<file path="config.mk">
export PLATFORM = sky130hd
export DESIGN_NAME = accumulator_unit
export DESIGN_NICKNAME = d
export VERILOG_FILES = /design/src/rtl/accumulator_unit.sv
export SDC_FILE = /design/constraint.sdc
export NUM_CORES = 1
export LEC_CHECK = 0
export BUFFER_PORTS_ARGS = -buffer_cell sky130_fd_sc_hd__buf_2
export CELL_PAD_IN_SITES_DETAIL_PLACEMENT = 0
export CELL_PAD_IN_SITES_GLOBAL_PLACEMENT = 1
export CORE_MARGIN = 5
export CORE_UTILIZATION = 40
export DETAILED_ROUTE_END_ITERATION = 6
export GPL_TIMING_DRIVEN = 1
export PLACE_DENSITY_LB_ADDON = 0.12
export SLEW_MARGIN = 20
export SYNTH_ARGS = -nofsm -noshare
export SYNTH_HDL_FRONTEND = slang
export SYNTH_SLANG_ARGS = --single-unit
</file>
<file path="constraint.sdc">
create_clock -name clk -period 7.7 [get_ports clk]
set_input_delay 0.385 -clock clk [delete_from_list [all_inputs] [get_ports clk]]
set_output_delay 0.385 -clock clk [all_outputs]
set_load 0.01 [all_outputs]
</file>
<file path="src/rtl/accumulator_unit.sv">
// Parametrised datapath accumulator: ALU op into ACC with Z/N/C/V flags and a
// LIFO save/restore stack of {ACC,flags} for call/interrupt context.
module accumulator_unit #(
    parameter int unsigned WIDTH  = 8,
    parameter int unsigned DEPTH  = 4,
    parameter int unsigned SAT_EN = 0
) (
    input  logic             clk,
    input  logic             rst,
    input  logic             ld_ac,
    input  logic [2:0]       op,
    input  logic [WIDTH-1:0] data_in,
    input  logic             push,
    input  logic             pop,
    output logic [WIDTH-1:0] acc_out,
    output logic             flag_z,
    output logic             flag_n,
    output logic             flag_c,
    output logic             flag_v,
    output logic             stk_full,
    output logic             stk_empty,
    output logic             stk_err
);

    localparam int unsigned CW = $clog2(DEPTH + 1);
    localparam int unsigned AW = (DEPTH > 1) ? $clog2(DEPTH) : 1;
    localparam int unsigned EW = WIDTH + 4;
    localparam logic [WIDTH-1:0] SMAX = {1'b0, {(WIDTH-1){1'b1}}};
    localparam logic [WIDTH-1:0] SMIN = {1'b1, {(WIDTH-1){1'b0}}};

    typedef enum logic [2:0] {
        OP_LOAD = 3'b000,
        OP_ADD  = 3'b001,
        OP_SUB  = 3'b010,
        OP_AND  = 3'b011,
        OP_OR   = 3'b100,
        OP_XOR  = 3'b101,
        OP_SHL  = 3'b110,
        OP_SHR  = 3'b111
    } op_e;

    // flags packed as {z, n, c, v}
    logic [WIDTH-1:0] acc_q, acc_d;
    logic [3:0]       flags_q, flags_d;
    logic [CW-1:0]    cnt_q, cnt_d;
    logic             full_q, full_d;
    logic             empty_q, empty_d;
    logic             err_q, err_d;
    logic [EW-1:0]    stk_q [DEPTH];

    logic [WIDTH-1:0] alu_res_c;
    logic [3:0]       alu_flags_c;
    logic             wr_en_c;
    logic [AW-1:0]    wr_idx_c;
    logic [AW-1:0]    rd_idx_c;

    // ALU: result plus flags; saturation applied after overflow detection
    always_comb begin
        logic [WIDTH:0]   ext;
        logic [WIDTH-1:0] res;
        logic             c;
        logic             v;
        ext = '0;
        res = '0;
        c   = 1'b0;
        v   = 1'b0;
        unique case (op_e'(op))
            OP_LOAD: res = data_in;
            OP_ADD: begin
                ext = {1'b0, acc_q} + {1'b0, data_in};
                res = ext[WIDTH-1:0];
                c   = ext[WIDTH];
                v   = (acc_q[WIDTH-1] == data_in[WIDTH-1]) &&
                      (res[WIDTH-1] != acc_q[WIDTH-1]);
            end
            OP_SUB: begin
                ext = {1'b0, acc_q} - {1'b0, data_in};
                res = ext[WIDTH-1:0];
                c   = ext[WIDTH];
                v   = (acc_q[WIDTH-1] != data_in[WIDTH-1]) &&
                      (res[WIDTH-1] != acc_q[WIDTH-1]);
            end
            OP_AND: res = acc_q & data_in;
            OP_OR:  res = acc_q | data_in;
            OP_XOR: res = acc_q ^ data_in;
            OP_SHL: begin
                res = {acc_q[WIDTH-2:0], 1'b0};
                c   = acc_q[WIDTH-1];
            end
            OP_SHR: begin
                res = {1'b0, acc_q[WIDTH-1:1]};
                c   = acc_q[0];
            end
            default: res = data_in;
        endcase
        // overflow direction follows the sign of A for both ADD and SUB
        if ((SAT_EN != 0) && v) begin
            res = acc_q[WIDTH-1] ? SMIN : SMAX;
        end
        alu_res_c   = res;
        alu_flags_c = {(res == '0), res[WIDTH-1], c, v};
    end

    assign wr_idx_c = AW'(cnt_q);
    assign rd_idx_c = AW'(cnt_q - CW'(1));
    assign wr_en_c  = push && !pop && (cnt_q != CW'(DEPTH));

    // command arbitration: pop > push; ld_ac runs unless a real pop occurs
    always_comb begin
        acc_d   = acc_q;
        flags_d = flags_q;
        cnt_d   = cnt_q;
        err_d   = 1'b0;
        if (pop) begin
            if (cnt_q != '0) begin
                {acc_d, flags_d} = stk_q[rd_idx_c];
                cnt_d            = cnt_q - CW'(1);
            end else begin
                err_d = 1'b1;
                if (ld_ac) begin
                    acc_d   = alu_res_c;
                    flags_d = alu_flags_c;
                end
            end
        end else begin
            if (push) begin
                if (cnt_q != CW'(DEPTH)) begin
                    cnt_d = cnt_q + CW'(1);
                end else begin
                    err_d = 1'b1;
                end
            end
            if (ld_ac) begin
                acc_d   = alu_res_c;
                flags_d = alu_flags_c;
            end
        end
        full_d  = (cnt_d == CW'(DEPTH));
        empty_d = (cnt_d == '0);
    end

    always_ff @(posedge clk or negedge rst) begin
        if (!rst) begin
            acc_q   <= '0;
            flags_q <= '0;
            cnt_q   <= '0;
            full_q  <= 1'b0;
            empty_q <= 1'b1;
            err_q   <= 1'b0;
        end else begin
            acc_q   <= acc_d;
            flags_q <= flags_d;
            cnt_q   <= cnt_d;
            full_q  <= full_d;
            empty_q <= empty_d;
            err_q   <= err_d;
        end
    end

    // stack storage is deliberately left unreset
    always_ff @(posedge clk) begin
        if (wr_en_c) begin
            stk_q[wr_idx_c] <= {acc_q, flags_q};
        end
    end

    assign acc_out   = acc_q;
    assign flag_z    = flags_q[3];
    assign flag_n    = flags_q[2];
    assign flag_c    = flags_q[1];
    assign flag_v    = flags_q[0];
    assign stk_full  = full_q;
    assign stk_empty = empty_q;
    assign stk_err   = err_q;

endmodule

</file>
# Yosys cells after proc, flatten, opt, wreduce, memory -nomap -nowiden
# Memory sizes are Yosys's and may differ from the RTL's.
# Index checks and enable logic that the tools add are counted.
# W data, S select, Z words.
# classes
add_sub_neg	4
eq_ne	13
n_mux	19
n_bitwise	3
n_reduce_logical	9
# op_table
cell	count
$pmux W8 S8	1
$mux W8	3
$eq A3 B3 Y1 const B	5
$mux W3	4
$mux W4	3
$add A8 B8 Y9	1
$sub A8 B8 Y9	1
$and A8 B8 Y8	1
$logic_not A8 Y1	1
$or A8 B8 Y8	1
$xor A8 B8 Y8	1
$eq A3 B2 Y1 const B	2
$logic_not A3 Y1	2
$mux W1	6
$logic_and A1 B1 Y1	4
$pmux W1 S4	1
$add A3 B1 Y3 const B	1
$eq A3 B1 Y1 const B	1
$ne A1 B1 Y1	3
$ne A3 B3 Y1 const B	1
$reduce_bool A3 Y1	1
$sub A3 B1 Y3 const B	1
$pmux W1 S2	1
$eq A1 B1 Y1	1
$logic_not A1 Y1	1
# word_totals
ff_bits	18
mem_bits_rw	48
in_bits	16
output_inout_bits	15
wordCells	55
mem_count	1
# memory_table
name	words	word_bits	read_ports	rd_ports_with_merged_regs	wr	line_no	source
stk_q	4	12	1	0	1	49	logic [EW-1:0] stk_q [DEPTH];

# Longest topological paths before layout
# logic_depth
word_depth	7
ltp_mapped	10
ltp_nobuf	10

# Least setup slack after synthesis
# Ideal clock, no wire load.
# synth_path
path_type	register to register
startpoint	register cnt_q[0]
endpoint	memory stk_q[0][0] (netlist bit), enable pin
setup_ps	355
arrival_ps	2209
required_ps	7345
path_slack_ps	5137
path_stages_with_launch	8
path_buffers	2
synth_period_minus_slack_ps	2563
path_cell_list	dfrtp_1 -> clkbuf_1 -> buf_2 -> inv_1 -> ha_1 -> ha_1 -> nor3b_1 -> and2_1
# synth_between
elab_chain_len	4
# synth_rtl
item	line_no	source
start: declaration	45	logic [CW-1:0] cnt_q, cnt_d;
start signal: assignment	153	cnt_q <= cnt_d;
$ne A3 B3 Y1	106	assign wr_en_c = push && !pop && (cnt_q != CW'(DEPTH));
$logic_and A1 B1 Y1	106	
$mux W1	162	if (wr_en_c) begin
$mux W1 (implied by the code)	163	stk_q[wr_idx_c] <= {acc_q, flags_q};
end: declaration	49	
# Several ways; a longest one is shown, not always the timed one.

# Final worst setup path
# layout_path
startpoint	register acc_q[0] (netlist: acc_out[0])
endpoint	register flags_q[3]
# layout_between
elab_chain_len	6
# layout_rtl
item	line_no	source
start: declaration	43	logic [WIDTH-1:0] acc_q, acc_d;
start signal: assignment	144	acc_q <= '0;
start signal: assignment	151	acc_q <= acc_d;
$sub A8 B8 Y9, or another cell as far along	77	ext = {1'b0, acc_q} - {1'b0, data_in};
$pmux W8 S8 (*)	67	unique case (op_e'(op))
$logic_not A8 Y1 (*)	101	alu_flags_c = {(res == '0), res[WIDTH-1], c, v};
$mux W4 (*)	120, 133	
$mux W4	115	if (cnt_q != '0) begin
$mux W4 (*)	114	if (pop) begin
net flags_d[3]	44	logic [3:0] flags_q, flags_d;
end signal: assignment	152	flags_q <= flags_d;
end: declaration	44	
# Mark *: on every way through the listed nets, which the timed path passes. The rest lies on a longest branch.

==> results.ini <==
[critical_path]
critPathMaxFanout=9
arrival_ns=3.29
cp_data_required_time_ns=7.92
end_kind=register
cp-start-kind=register
rr_worst_depth=9
r2r_end=flags_q[3]
reg2reg_slack_ns=4.63
reg2reg_from=acc_out[0]
path_class=reg2reg

[sta]
fmax_ghz=0.325
fin_crit_sh_pct=39.9
fin_skew_ns=0.00886
fin_hold_ws_ns=-0.00745
tns_ns=0
fin_crit_ns=3.07
drv_slew=0
max-slew-margin-rel_pct=39.2
worstMarginPinSlew_ns=0.912
rsz0062_at_grt=false
hold_viol_final=9
finalSetupViolCount=0

[power]
power_density_nw_per_um2=357
p_total_mw=1.63
p_leak_nw=1.79
irDropWorstVdd_v=0.000163

[finish]
syn_to_final_growth_pct=8.63
final_common_cell=edfxtp_1
finalNonFillerCells=539
num_antenna_cells=0
drive_gt1_share_pct=16.1
layout.nets=448
fillers=1028
layout_common_cells=48 x edfxtp_1, 31 x ha_1, 30 x inv_1, 30 x buf_2, 27 x a21oi_1
stdcell_area_um2=4550

[synthesis]
synth_cell_types=67
synthArstFlopShare_pct=27.3
synth_enable_flop_cells=48
synth_cells=380
ys.warnings.count=0
synth_area_per_cell_um2=11.0
syn-cell-area_um2=4190
ys_seq_area_share_pct=45.2
synth_flop_cell=edfxtp_1
ys_ff_latch=66
synth_nets=429

[place]
dpl.cell_count=524
place.detailed.hpwl_mm=7.67
place.gp.congestion=0.808
place_area_um2=4410
io_buffers=30

[drt]
first_pass_iters=5
wl_per_cell_um=19.2
via_per_inst=5.57
wl_met1_mm=4.67
wl_met2_mm=5.19
met3_length_um=419
highest_layer=met4
wirelength_mm=10.4
drt_iter0_markers=129
dr_total_vias=3000
drcViolationCount=0
ant_nets=0

[clocking]
cts_tree=yes
cts_buffers=9
ctsHoldBuffers=0
cts_setup_buffers=0
htree_levels=3
cts.repair.resized=0
clk_pin_slew_ns=0.06
clockBufferDepth=2
cts.sinks=66
root_buffer=clkbuf_8
insertion_delay_ns=0.34

[floorplan]
dieArea_um2=12600
boundaryPins=31
chipWidth_um=112
die_h_um=112
fp.coreArea_um2=10300
rows=37
initial_core_util_pct=40.8

[global_route]
grt_pass1_vias=3070
grt_antenna_before_repair=0
grt_pass1_wl_mm=17.0
grt_max_degree=35
track_usage_pct=17.1
gr-total-overflow=0

[status]
outcome=finished with violations
violations=hold timing

[worst_hold_path]
min_path_type=in2async

[job]
cap_viol_max_count=0

[power by group]
part / switching (mW) / leakage, nW / total, mW / internal (mW)
Combinational: 0.438 / 1.06 / 0.776 / 0.338
Sequential: 0.124 / 0.654 / 0.625 / 0.501
Clock: 0.112 / 0.0726 / 0.225 / 0.113
[routing by layer]
layer	vias up	global-route usage (%)
li1	1452	-
met1	1485	23.3
met2	57	28.2
met3	6	2.05
met4	0	6.25
met5	-	0
[registers in the layout (all words and copies together), names as in the netlist]
| name | cells |
|---|---|
| cnt_q | 3 |
| flags_q | 4 |
| stk_err | 1 |
| acc_out | 8 |
| stk_full | 1 |
| stk_q | 48 |
| stk_empty | 1 |
[worst max-delay path by stage]
stage | slack, ns | from | end
after global routing | 4.40 | cnt_q[0] | stk_q[0][1]
after CTS | 4.67 | cnt_q[0] | stk_q[0][1]
final | 4.63 | acc_out[0] | flags_q[3]
after floorplan | 5.14 | cnt_q[0] | stk_q[0][0]
after detailed placement | 4.67 | data_in[0] | flags_q[3]
after global placement | 4.68 | data_in[0] | flags_q[3]
[cell usage after synthesis (2+ instances only)]
library cell | number | area, um2
a211o_1 | 4 | 35.0
a211oi_1 | 3 | 22.5
a21boi_0 | 2 | 15.0
a21o_1 | 5 | 37.5
a21oi_1 | 27 | 135
a221o_1 | 2 | 20.0
a31oi_1 | 6 | 37.5
a41o_1 | 2 | 20.0
a41oi_1 | 3 | 26.3
and2_1 | 5 | 31.3
buf_1 | 3 | 11.3
buf_2 | 9 | 45.0
buf_4 | 4 | 30.0
clkbuf_1 | 7 | 26.3
dfrtp_1 | 17 | 425
edfxtp_1 | 48 | 1440
fa_1 | 2 | 40.0
ha_1 | 31 | 388
inv_1 | 30 | 113
mux2i_1 | 6 | 60.1
mux4_2 | 13 | 293
nand2_1 | 25 | 93.8
nand2b_1 | 5 | 31.3
nand3_1 | 5 | 25.0
nand4_1 | 2 | 12.5
nor2_1 | 26 | 97.6
nor2b_1 | 5 | 31.3
nor3_1 | 12 | 60.1
nor3_2 | 2 | 20.0
nor3b_1 | 4 | 30.0
nor4_1 | 2 | 12.5
o211ai_1 | 5 | 37.5
o21ai_0 | 15 | 75.1
o21ai_1 | 2 | 10.0
o21bai_1 | 2 | 15.0
o2bb2ai_1 | 2 | 17.5
o31ai_1 | 2 | 15.0
xnor2_1 | 6 | 52.6
[metrics by stage]
stage	hold slack (ns)	setup slack [ns]	util, %
3_5_place_dp	0.369	4.67	42.9
4_1_cts	0.00546	4.67	44.3
3_3_place_gp	0.370	4.68	42.9
6_report	-0.00745	4.63	44.3
5_1_grt	0.0143	4.40	44.3
2_1_floorplan	0.0894	5.14	-
[cells by family after synthesis]
family                   share of synthesized area, %
buffers and inverters                            5.37
adder cells (fa/ha/maj)                          10.2
flip-flops                                       45.2
multiplexers                                     9.32
AND/OR/NAND/NOR                                  12.5
AO/OA/AOI/OAI                                    16.1
XOR/XNOR                                         1.25
[worst max-delay path, cell delays in order (launching register included)]
cell and delay (ns):
dfrtp_1 0.48, ha_1 0.28, fa_1 0.47, a211oi_2 0.27
nor2_1 0.09, o41ai_1 0.36, nor3_1 0.08, o21ai_0 0.44
nor4_1 0.13, a221o_1 0.36
[area by class of cell]
cell class	count	area, um2	share of cell area (%)
multi-input combinational	261	2070	45.5
sequential	66	1890	41.6
tap	136	170	3.74
timing repair buffer	31	158	3.46
clock buffer	13	139	3.05
inverter	30	113	2.47
clock inverter	2	7.51	0.165
No activity file was read; power rests on OpenSTA's default activity.
